--- src/rtl/arith_pkg.sv ---
// Shared definitions for the segmented pipelined adder.
// Provides the operation-mode encoding, the carry-in forced in subtract
// mode, and elaboration helpers that validate WIDTH/SEG and derive the
// number of pipeline segments.
package arith_pkg;

    typedef enum logic {
        OP_ADD = 1'b0,
        OP_SUB = 1'b1
    } op_e;

    // a - b is formed as a + ~b + 1, so subtract mode injects a carry of one.
    localparam logic SUB_CIN = 1'b1;

    function automatic bit seg_ok(input int width, input int seg);
        return (seg >= 1) && (seg <= width) && ((width % seg) == 0);
    endfunction

    // Guard the division so a bad SEG reaches the elaboration error
    // instead of a divide-by-zero.
    function automatic int calc_nseg(input int width, input int seg);
        return (seg >= 1) ? (width / seg) : 1;
    endfunction

endpackage

--- src/rtl/add_seg.sv ---
// Combinational SEG-bit adder slice.
// Ports:
//   a, b      in  SEG  operand segments
//   ci        in  1    carry into bit 0
//   s         out SEG  segment sum
//   co        out 1    carry out of bit SEG-1
//   c_msb_in  out 1    carry into bit SEG-1 (signed-overflow detection)
module add_seg
    import arith_pkg::*;
#(
    parameter int SEG = 8
) (
    input  logic [SEG-1:0] a,
    input  logic [SEG-1:0] b,
    input  logic           ci,
    output logic [SEG-1:0] s,
    output logic           co,
    output logic           c_msb_in
);

    logic [SEG:0] total;

    always_comb begin
        total = {1'b0, a} + {1'b0, b} + {{SEG{1'b0}}, ci};
    end

    assign s  = total[SEG-1:0];
    assign co = total[SEG];
    // The top sum bit is a ^ b ^ carry-in at that bit, so the carry-in
    // can be recovered without a second adder.
    assign c_msb_in = a[SEG-1] ^ b[SEG-1] ^ total[SEG-1];

endmodule

--- src/rtl/pipe_add.sv ---
// Pipelined two's-complement adder/subtractor on valid/ready streams.
// A WIDTH-bit add is split into NSEG = WIDTH/SEG segments; stage k adds
// segment k and registers its carry for stage k+1. Latency NSEG cycles,
// throughput one operation per cycle. The whole pipeline advances in
// lock-step whenever the output register is empty or being drained.
// Ports:
//   clk, rst_n           clock (rising edge), async active-low reset
//   in_valid/in_ready    operand handshake
//   a, b                 operands (WIDTH)
//   cin                  carry-in, add mode only
//   sub                  0: a+b+cin, 1: a-b
//   out_valid/out_ready  result handshake
//   sum                  result modulo 2^WIDTH
//   cout                 carry out of MSB (no-borrow when subtracting)
//   ovf                  signed overflow
module pipe_add
    import arith_pkg::*;
#(
    parameter int WIDTH = 32,
    parameter int SEG   = 8
) (
    input  logic             clk,
    input  logic             rst_n,
    input  logic             in_valid,
    output logic             in_ready,
    input  logic [WIDTH-1:0] a,
    input  logic [WIDTH-1:0] b,
    input  logic             cin,
    input  logic             sub,
    output logic             out_valid,
    input  logic             out_ready,
    output logic [WIDTH-1:0] sum,
    output logic             cout,
    output logic             ovf
);

    localparam int NSEG = calc_nseg(WIDTH, SEG);

    generate
        if (!seg_ok(WIDTH, SEG)) begin : g_param_err
            $error("pipe_add: WIDTH (%0d) must be a positive multiple of SEG (%0d)", WIDTH, SEG);
        end
    endgenerate

    logic             advance;
    logic [WIDTH-1:0] b_eff;
    logic             c0;

    // Stage registers: valid, carry out of the stage's segment, skewed
    // operands (upper segments still to be added) and partial result.
    logic [NSEG-1:0]  vld_q, vld_d;
    logic [NSEG-1:0]  carry_q, carry_d;
    logic [WIDTH-1:0] a_q   [NSEG];
    logic [WIDTH-1:0] a_d   [NSEG];
    logic [WIDTH-1:0] b_q   [NSEG];
    logic [WIDTH-1:0] b_d   [NSEG];
    logic [WIDTH-1:0] res_q [NSEG];
    logic [WIDTH-1:0] res_d [NSEG];
    logic             ovf_q, ovf_d;

    // Inputs seen by each stage: the accepted operands for stage 0, the
    // previous stage's registers otherwise.
    logic [WIDTH-1:0] a_in  [NSEG];
    logic [WIDTH-1:0] b_in  [NSEG];
    logic [WIDTH-1:0] r_in  [NSEG];
    logic [NSEG-1:0]  c_in;
    logic [NSEG-1:0]  v_in;

    logic [SEG-1:0]   s_w   [NSEG];
    logic [NSEG-1:0]  co_w;
    logic             cm_w  [NSEG];

    assign advance  = !vld_q[NSEG-1] | out_ready;
    assign in_ready = advance;

    always_comb begin
        b_eff = (op_e'(sub) == OP_SUB) ? ~b : b;
        c0    = (op_e'(sub) == OP_SUB) ? SUB_CIN : cin;

        a_in[0] = a;
        b_in[0] = b_eff;
        r_in[0] = '0;
        c_in[0] = c0;
        v_in[0] = in_valid;
        for (int k = 1; k < NSEG; k++) begin
            a_in[k] = a_q[k-1];
            b_in[k] = b_q[k-1];
            r_in[k] = res_q[k-1];
            c_in[k] = carry_q[k-1];
            v_in[k] = vld_q[k-1];
        end
    end

    generate
        for (genvar k = 0; k < NSEG; k++) begin : g_seg
            add_seg #(
                .SEG(SEG)
            ) u_add_seg (
                .a        (a_in[k][k*SEG +: SEG]),
                .b        (b_in[k][k*SEG +: SEG]),
                .ci       (c_in[k]),
                .s        (s_w[k]),
                .co       (co_w[k]),
                .c_msb_in (cm_w[k])
            );
        end
    endgenerate

    // Valid bits follow the global advance so bubbles keep their slot.
    // Data only loads behind a valid token; bubbles leave the previous
    // contents in place, which keeps sum at the last delivered value.
    always_comb begin
        for (int k = 0; k < NSEG; k++) begin
            vld_d[k]   = vld_q[k];
            carry_d[k] = carry_q[k];
            a_d[k]     = a_q[k];
            b_d[k]     = b_q[k];
            res_d[k]   = res_q[k];
            if (advance) begin
                vld_d[k] = v_in[k];
                if (v_in[k]) begin
                    carry_d[k]               = co_w[k];
                    a_d[k]                   = a_in[k];
                    b_d[k]                   = b_in[k];
                    res_d[k]                 = r_in[k];
                    res_d[k][k*SEG +: SEG]   = s_w[k];
                end
            end
        end

        ovf_d = ovf_q;
        if (advance && v_in[NSEG-1]) begin
            ovf_d = cm_w[NSEG-1] ^ co_w[NSEG-1];
        end
    end

    // ---- stage registers (segment k result captured at edge T+k) ----
    always_ff @(posedge clk or negedge rst_n) begin
        if (!rst_n) begin
            vld_q   <= '0;
            carry_q <= '0;
            ovf_q   <= 1'b0;
            for (int k = 0; k < NSEG; k++) begin
                a_q[k]   <= '0;
                b_q[k]   <= '0;
                res_q[k] <= '0;
            end
        end else begin
            vld_q   <= vld_d;
            carry_q <= carry_d;
            ovf_q   <= ovf_d;
            a_q     <= a_d;
            b_q     <= b_d;
            res_q   <= res_d;
        end
    end

    // ---- output stage ----
    assign out_valid = vld_q[NSEG-1];
    assign sum       = res_q[NSEG-1];
    assign cout      = carry_q[NSEG-1];
    assign ovf       = ovf_q;

endmodule
--- config.mk ---
export PLATFORM = sky130hd
export DESIGN_NAME = pipe_add
export DESIGN_NICKNAME = d
export VERILOG_FILES = /design/src/rtl/arith_pkg.sv /design/src/rtl/add_seg.sv /design/src/rtl/pipe_add.sv
export SDC_FILE = /design/constraint.sdc
export NUM_CORES = 1
export LEC_CHECK = 0
export BUFFER_PORTS_ARGS = -buffer_cell sky130_fd_sc_hd__buf_4
export CORE_ASPECT_RATIO = 0.6
export CORE_MARGIN = 5
export CORE_UTILIZATION = 45
export CTS_BUF_LIST = sky130_fd_sc_hd__clkbuf_4 sky130_fd_sc_hd__clkbuf_8 sky130_fd_sc_hd__clkbuf_16
export DETAILED_ROUTE_END_ITERATION = 8
export PLACE_DENSITY = 0.7
export SLEW_MARGIN = 30
export SYNTH_ARGS = -nofsm -noshare
export SYNTH_HDL_FRONTEND = slang
export SYNTH_HIERARCHICAL = 1
export SYNTH_SLANG_ARGS = --single-unit
--- constraint.sdc ---
create_clock -name clk -period 2.8 [get_ports clk]
set_input_delay 0.56 -clock clk [delete_from_list [all_inputs] [get_ports clk]]
set_output_delay 0.56 -clock clk [all_outputs]
set_load 0.02 [all_outputs]
# --- Word level (Yosys, flattened, before mapping) ---
# Index checks and enable logic that the tools add are counted.
classes:
  n_reduce_logical: 6
  bitwise_logic: 5
  mux: 2
  add_sub_neg: 8
op_table:
  columns: ["operator", "count"]
  rows:
  - ["8-bit by 8-bit adder with 9-bit output", 4]
  - ["9-bit by 1-bit adder with 9-bit output", 4]
  - ["32-bit 2-to-1 mux", 1]
  - ["32-bit inverter", 1]
  - ["2-bit AND reduction", 4]
  - ["1-bit bitwise XOR", 3]
  - ["1-bit logical AND", 1]
  - ["1-bit logical NOT", 1]
  - ["1-bit 2-to-1 mux", 1]
  - ["1-bit OR", 1]
totals:
  register_bits: 281
  in_bits: 70
  wordCells: 37

# --- Depth between registers and ports, before layout ---
# Gate-level depths: netlist of the first run.
logic_depth:
  ltp_word: 4
  ltp_mapped: 9
  ltp_nobuf: 7

# --- Modules after synthesis ---
# Netlist of the first run, hierarchy kept.
modules_own_cells:
  columns: ["mod", "cells_per_inst", "area_each_um2", "seq_area_each_um2", "instances"]
  rows:
  - ["pipe_add", 464, 7191.9, 4629.4, 1]
  - ["add_seg (g_seg[2].u_add_seg ...)", 43, 364.1, 0.0, 2]
  - ["add_seg (g_seg[0].u_add_seg ...)", 43, 345.3, 0.0, 2]

# --- Worst setup path before layout of the first run ---
# No wires, ideal clock.
synth_timing:
  path_kind: "input to register"
  from: "input port sub"
  to: "register carry_q[0]"
  required_ns: 2.675
  cell_stages: 9
  setup_slack_ns: 0.017
  n_path_buf: 2
  setup_ns: 0.125
  arrival_time_ns: 2.658
  cell_sequence: "buf_2 -> buf_2 -> or2_2 -> fa_1 -> fa_1 -> a21oi_1 -> o21a_1 -> o21ai_0 -> mux2_2"
synth_between:
  word_cells_on_any_way: 4
  cone_classes: "add/sub (2); mux (2)"
synth_lines:
  columns: ["item", "line", "rtl"]
  rows:
  - ["start: declaration", "pipe_add.sv:29", "input logic sub,"]
  - ["1-bit 2-to-1 mux", "pipe_add.sv:78", "c0 = (op_e'(sub) == OP_SUB) ? SUB_CIN : cin;"]
  - ["named net c0", "pipe_add.sv:47", "logic c0;"]
  - ["9-bit by 1-bit adder with 9-bit output", "add_seg.sv:24", "total = {1'b0, a} + {1'b0, b} + {{SEG{1'b0}}, ci};"]
  - ["named net co_w[0]", "pipe_add.sv:70", "logic [NSEG-1:0] co_w;"]
  - ["end signal: assignment", "pipe_add.sv:150", "carry_q <= carry_d;"]
  - ["end: declaration", "pipe_add.sv:52", "logic [NSEG-1:0] carry_q, carry_d;"]
# The timed path passes the listed nets, and every way through them passes these cells.
# A chain may end at the register's enable or synchronous reset.

# --- Final worst setup path of the first run ---
layout_timing:
  from: "register a_q, in the netlist a_in[24]"
  to: "register ovf_q, in the netlist ovf"
layout_between:
  word_cells_on_any_way: 4
  cone_classes: "add/sub (2); bitwise (2)"
layout_lines:
  columns: ["item", "line", "rtl"]
  rows:
  - ["start: declaration", "pipe_add.sv:53", "logic [WIDTH-1:0] a_q [NSEG];"]
  - ["start signal: indexed assignment", "pipe_add.sv:144", "a_q[k] <= '0;"]
  - ["start signal: assignment", "pipe_add.sv:152", "a_q <= a_d;"]
  - ["8-bit by 8-bit adder with 9-bit output", "add_seg.sv:24", null]
  - ["9-bit by 1-bit adder with 9-bit output", "add_seg.sv:24", null]
  - ["named net co_w[3]", "pipe_add.sv:70", null]
  - ["1-bit bitwise XOR", "pipe_add.sv:133", "ovf_d = cm_w[NSEG-1] ^ co_w[NSEG-1];"]
  - ["end signal: assignment", "pipe_add.sv:151", "ovf_q <= ovf_d;"]
  - ["end: declaration", "pipe_add.sv:59", "logic ovf_q, ovf_d;"]
# The timed path passes the listed nets, and every way through them passes these cells.

==> impl_metrics.env, run 1 <==
export IMPL_status="complete, no violations"
export IMPL_grt_usage_pct=17.6
export IMPL_coreArea_um2=18900
export IMPL_yosysWarnings=6
export IMPL_die_width_um=188
export IMPL_root_buffer="clkbuf_16"
export IMPL_holdWs_ns=0.127
export IMPL_power_mw=12.7
export IMPL_fin_crit_ns=2.41
export IMPL_dr_total_vias=5343
export IMPL_cts_made_buffers=17
export IMPL_drtIter0Drc=222
export IMPL_num_rows=39
export IMPL_final_nets=845
export IMPL_wl_um=18600
export IMPL_fin_util_pct=54.3
export IMPL_cts_hold_buf=0
export IMPL_instances_no_fill=998
export IMPL_gp_congestion=0.848
export IMPL_antenna_found_initial=0
export IMPL_p_leak_nw=4.46
export IMPL_finalSetupTns_ns=0
export IMPL_dp_cells=966
export IMPL_layout_setup_ws_ns=0.386
export IMPL_syn_nets=736
export IMPL_io_pins=106
export IMPL_antenna_diode_count=0
export IMPL_pre_cts_ws_ns=0.0509
export IMPL_cp_required_ns=3.12
export IMPL_max_freq_ghz=0.414
export IMPL_rr_endpoint="ovf"
export IMPL_postSynthCellCount=630
export IMPL_clock_latency_ns=0.44
export IMPL_clock_sinks=185
export IMPL_crit_start="a_in[24]"
export IMPL_clkTransAtPathRegs_ns=0.07
export IMPL_h_tree_depth=4
export IMPL_critPathKind="reg -> reg"
export IMPL_antenna_left=0
export IMPL_final_common_cell="dfrtp_1"
export IMPL_drt_pass1_iter_count=4
export IMPL_cts_tree="yes"
export IMPL_initial_core_util_pct=45.4
export IMPL_avgRoutedWirePerCell_um=18.6
export IMPL_drive_gt1_share_pct=44.0
export IMPL_first_global_vias=5755
export IMPL_hold_class="in -> async"
export IMPL_cts_resized=0
export IMPL_endpoint_kind="flop"
export IMPL_skew_ns=0.0125
export IMPL_crit_path_end="ovf"
export IMPL_drc=0
export IMPL_design_area_um2=10200
export IMPL_tightest_slew_ns=0.653
export IMPL_hold_viol=0
export IMPL_worstPathMaxFanout=2
export IMPL_syn_area_per_cell_um2=13.6
export IMPL_grt_max_degree=70
export IMPL_setup_violations=0
export IMPL_postCtsSetupBuffers=0
export IMPL_r2r_start="a_in[24]"
export IMPL_vias_per_cell=5.35
export IMPL_worstSetupStartpointType="flop"
export IMPL_die_h_um=117
export IMPL_port_buffers=105
export IMPL_layout_common_cells="dfrtp_1, mux2_2, buf_4"
export IMPL_fin_crit_sh_pct=86.2
export IMPL_ff2ff_path_depth=7
export IMPL_placed_area_um2=9650
export IMPL_power_density_nw_per_um2=1240
export IMPL_cap_violations=0
export IMPL_grt_pass1_wl_um=30400
export IMPL_cp_arrival_ns=2.74
export IMPL_hpwl_um=13000
export IMPL_overflow=0
export IMPL_max_slew_margin_pct=56.4
export IMPL_area_growth_pct=19.5
export IMPL_ir_drop_mv=0.516
export IMPL_clockBufferDepth=2
export IMPL_dieArea_um2=22000
export IMPL_rsz0062_at_grt="false"
export IMPL_drv_slew=0
export IMPL_syn_area_um2=8570
export IMPL_rrSetupSlack_ns=0.39
worst min path at each step:
stage,startpoint,end,cells after the start
finish,rst_n,a_in[92],1
global route,rst_n,a_in[92],1
CTS,rst_n,b_in[28],1
detailed placement,r_in[44],r_in[12],1
global placement,a_in[61],a_in[29],1
floorplan,rst_n,a_in[24],0
critical path, stage by stage, from the launching register on:
cell	delay [ns]
dfrtp_1	0.40
fa_1	0.49
fa_1	0.44
a21oi_1	0.25
o21a_1	0.20
o21ai_1	0.11
xor2_1	0.17
mux2_2	0.25
flip-flops by register name, summed over array words and instances (netlist names):
register  cells
carry_q       4
b_in         48
r_in         48
a_in         48
sum          32
ovf           1
vld_q         4
where the power goes:
part | internal (mW) | total (mW) | switching [mW]
sequential | 3.93 | 4.65 | 0.719
combinational | 2.93 | 5.63 | 2.70
clock | 1.36 | 2.44 | 1.08
total | 8.22 | 12.7 | 4.50
per-layer routing:
metal | vias up | share of wire (%) | global-route usage [%]
met3 | 18 | 4.9 | 4.83
met1 | 2745 | 49 | 24.5
met5 | - | 0 | 0
li1 | 2463 | - | -
met2 | 117 | 45 | 27.5
met4 | 0 | 1.3 | 5.03
layout make-up:
type	instances	area (um^2)
Clock buffer	20	448
Clock inverter	12	143
Fill cell	1531	8640
Inverter	18	67.6
Multi-Input combinational cell	398	3700
Sequential cell	185	4630
Tap cell	246	308
Timing Repair Buffer	119	947
No activity file was read; power rests on OpenSTA's default activity.
==> run 2, diff against run 1 <==
CELL_PAD_IN_SITES_DETAIL_PLACEMENT = 0   (was unset)
CELL_PAD_IN_SITES_GLOBAL_PLACEMENT = 2   (was unset)
CORE_UTILIZATION = 41   (was 45)
PLACE_DENSITY = 0.86   (was 0.7)
==> impl_metrics.env, run 2 (synthesis results as in run 1) <==
export IMPL_status="complete, no violations"
export IMPL_hold_class="in -> async"
export IMPL_design_area_um2=10300
export IMPL_finalSetupTns_ns=0
export IMPL_max_freq_ghz=0.413
export IMPL_rsz0062_at_grt="false"
export IMPL_drv_slew=0
export IMPL_dr_total_vias=5257
export IMPL_tightest_slew_ns=0.683
export IMPL_overflow=0
export IMPL_p_comb_share_pct=44.3
export IMPL_ir_drop_mv=0.586
export IMPL_worstSetupStartpointType="flop"
export IMPL_drt_pass1_iter_count=4
export IMPL_grt_pass1_wl_um=30600
export IMPL_fin_crit_sh_pct=86.5
export IMPL_antenna_found_initial=0
export IMPL_die_h_um=122
export IMPL_antenna_left=0
export IMPL_fin_util_pct=49.5
export IMPL_initial_core_util_pct=41.2
export IMPL_postCtsSetupBuffers=0
export IMPL_first_global_vias=5778
export IMPL_placed_area_um2=9720
export IMPL_endpoint_kind="flop"
export IMPL_final_common_cell="dfrtp_1"
export IMPL_antenna_diode_count=0
export IMPL_p_leak_nw=4.47
export IMPL_die_width_um=197
export IMPL_final_nets=846
export IMPL_worstPathMaxFanout=2
export IMPL_gp_congestion=0.762
export IMPL_num_rows=41
export IMPL_swShare_pct=36.1
export IMPL_dp_cells=1000
export IMPL_port_buffers=105
export IMPL_avgRoutedWirePerCell_um=17.9
export IMPL_h_tree_depth=4
export IMPL_dieArea_um2=24000
export IMPL_clockBufferDepth=2
export IMPL_coreArea_um2=20800
export IMPL_clock_latency_ns=0.44
export IMPL_skew_ns=0.0116
export IMPL_grt_max_degree=68
export IMPL_crit_start="a_in[24]"
export IMPL_cts_resized=0
export IMPL_cp_slowest_cell="fa_1"
export IMPL_root_buffer="clkbuf_16"
export IMPL_power_switching_mw=4.54
export IMPL_crit_family="adder cells"
export IMPL_hold_viol=0
export IMPL_path_buf_inv=0
export IMPL_clock_sinks=185
export IMPL_p_seq_share_pct=36.9
export IMPL_cts_hold_buf=0
export IMPL_cpMostUsedCell="fa_1"
export IMPL_setup_violations=0
export IMPL_io_pins=106
export IMPL_power_density_nw_per_um2=1220
export IMPL_vias_per_cell=5.09
export IMPL_cp_required_ns=3.12
export IMPL_instances_no_fill=1032
export IMPL_fin_crit_ns=2.42
export IMPL_cap_violations=0
export IMPL_drc=0
export IMPL_p_clk_share_pct=18.7
export IMPL_slowest_delay_ns=0.50
export IMPL_clkTransAtPathRegs_ns=0.07
export IMPL_hpwl_um=13000
export IMPL_drive_gt1_share_pct=44.1
export IMPL_cts_made_buffers=17
export IMPL_wl_um=18400
export IMPL_fillCellCount=1788
export IMPL_critPathKind="reg -> reg"
export IMPL_layout_common_cells="dfrtp_1, mux2_2, buf_4"
export IMPL_crit_path_cell_trace="fa_1, fa_1, a21oi_1, o21a_1, o21ai_1, xor2_1, mux2_2"
export IMPL_grt_usage_pct=16.2
export IMPL_max_slew_margin_pct=54.4
export IMPL_drtIter0Drc=184
export IMPL_r2r_start="a_in[24]"
export IMPL_area_growth_pct=20.0
export IMPL_internal_power_mw=8.05
export IMPL_cts_tree="yes"
export IMPL_cp_arrival_ns=2.74
[run 2: worst reg2reg max path, stage by stage (launching register included)]
cell     delay (ns)
dfrtp_1        0.40
fa_1           0.50
fa_1           0.43
a21oi_1        0.24
o21a_1         0.19
o21ai_1        0.12
xor2_1         0.17
mux2_2         0.27
[run 2: through the flow]
| step | hold WS [ns] | total power, mW | worst slack [ns] |
|---|---|---|---|
| final | 0.137 | 12.6 | 0.379 |
| after detailed placement | 0.482 | 10.3 | 0.0679 |
| after global routing | 0.192 | 13.5 | 0.279 |
| after global placement | 0.477 | 10.1 | 0.106 |
| after CTS | 0.153 | 12.8 | 0.371 |
| after floorplan | 0.264 | 8.70 | 0.0175 |
[run 2: path summary, 6_finish.rpt]
path | end | depth (start not counted) | slack [ns]
hold reg to reg | vld_q[3] | 2 | 0.49
setup reg to reg | ovf | 7 | 0.38
hold / removal | a_in[60] | 1 | 0.14
min in group clk | a_in[94] | 2 | 0.35
setup / recovery | ovf | 7 | 0.38
max in group asynchronous | sum[21] | 2 | 1.95
[run 2: area by class of cell]
class / instances / area (um^2) / area share (%)
Clock buffer: 17 / 425 / 4.14
Clock inverter: 15 / 146 / 1.42
Inverter: 18 / 67.6 / 0.657
Multi-Input combinational cell: 398 / 3700 / 36.0
Sequential cell: 185 / 4630 / 45.0
Tap cell: 279 / 349 / 3.39
Timing Repair Buffer: 120 / 967 / 9.40
[run 2: power by group through the flow]
stage,clock [mW],combinational [mW],sequential [mW]
after floorplan,0,3.93,4.77
after global placement,0,5.43,4.66
after detailed placement,0,5.61,4.71
after CTS,2.44,5.66,4.67
after global routing,2.52,6.19,4.81
final,2.36,5.58,4.65
[run 2: metal layers]
layer / part of all wire [%] / GRT usage [%] / vias to the layer above
met3: 4.1 / 3.65 / 23
met5: 0 / 0 / -
li1: - / - / 2480
met4: 1.4 / 4.89 / 0
met2: 44 / 24.8 / 95
met1: 50 / 23.3 / 2659
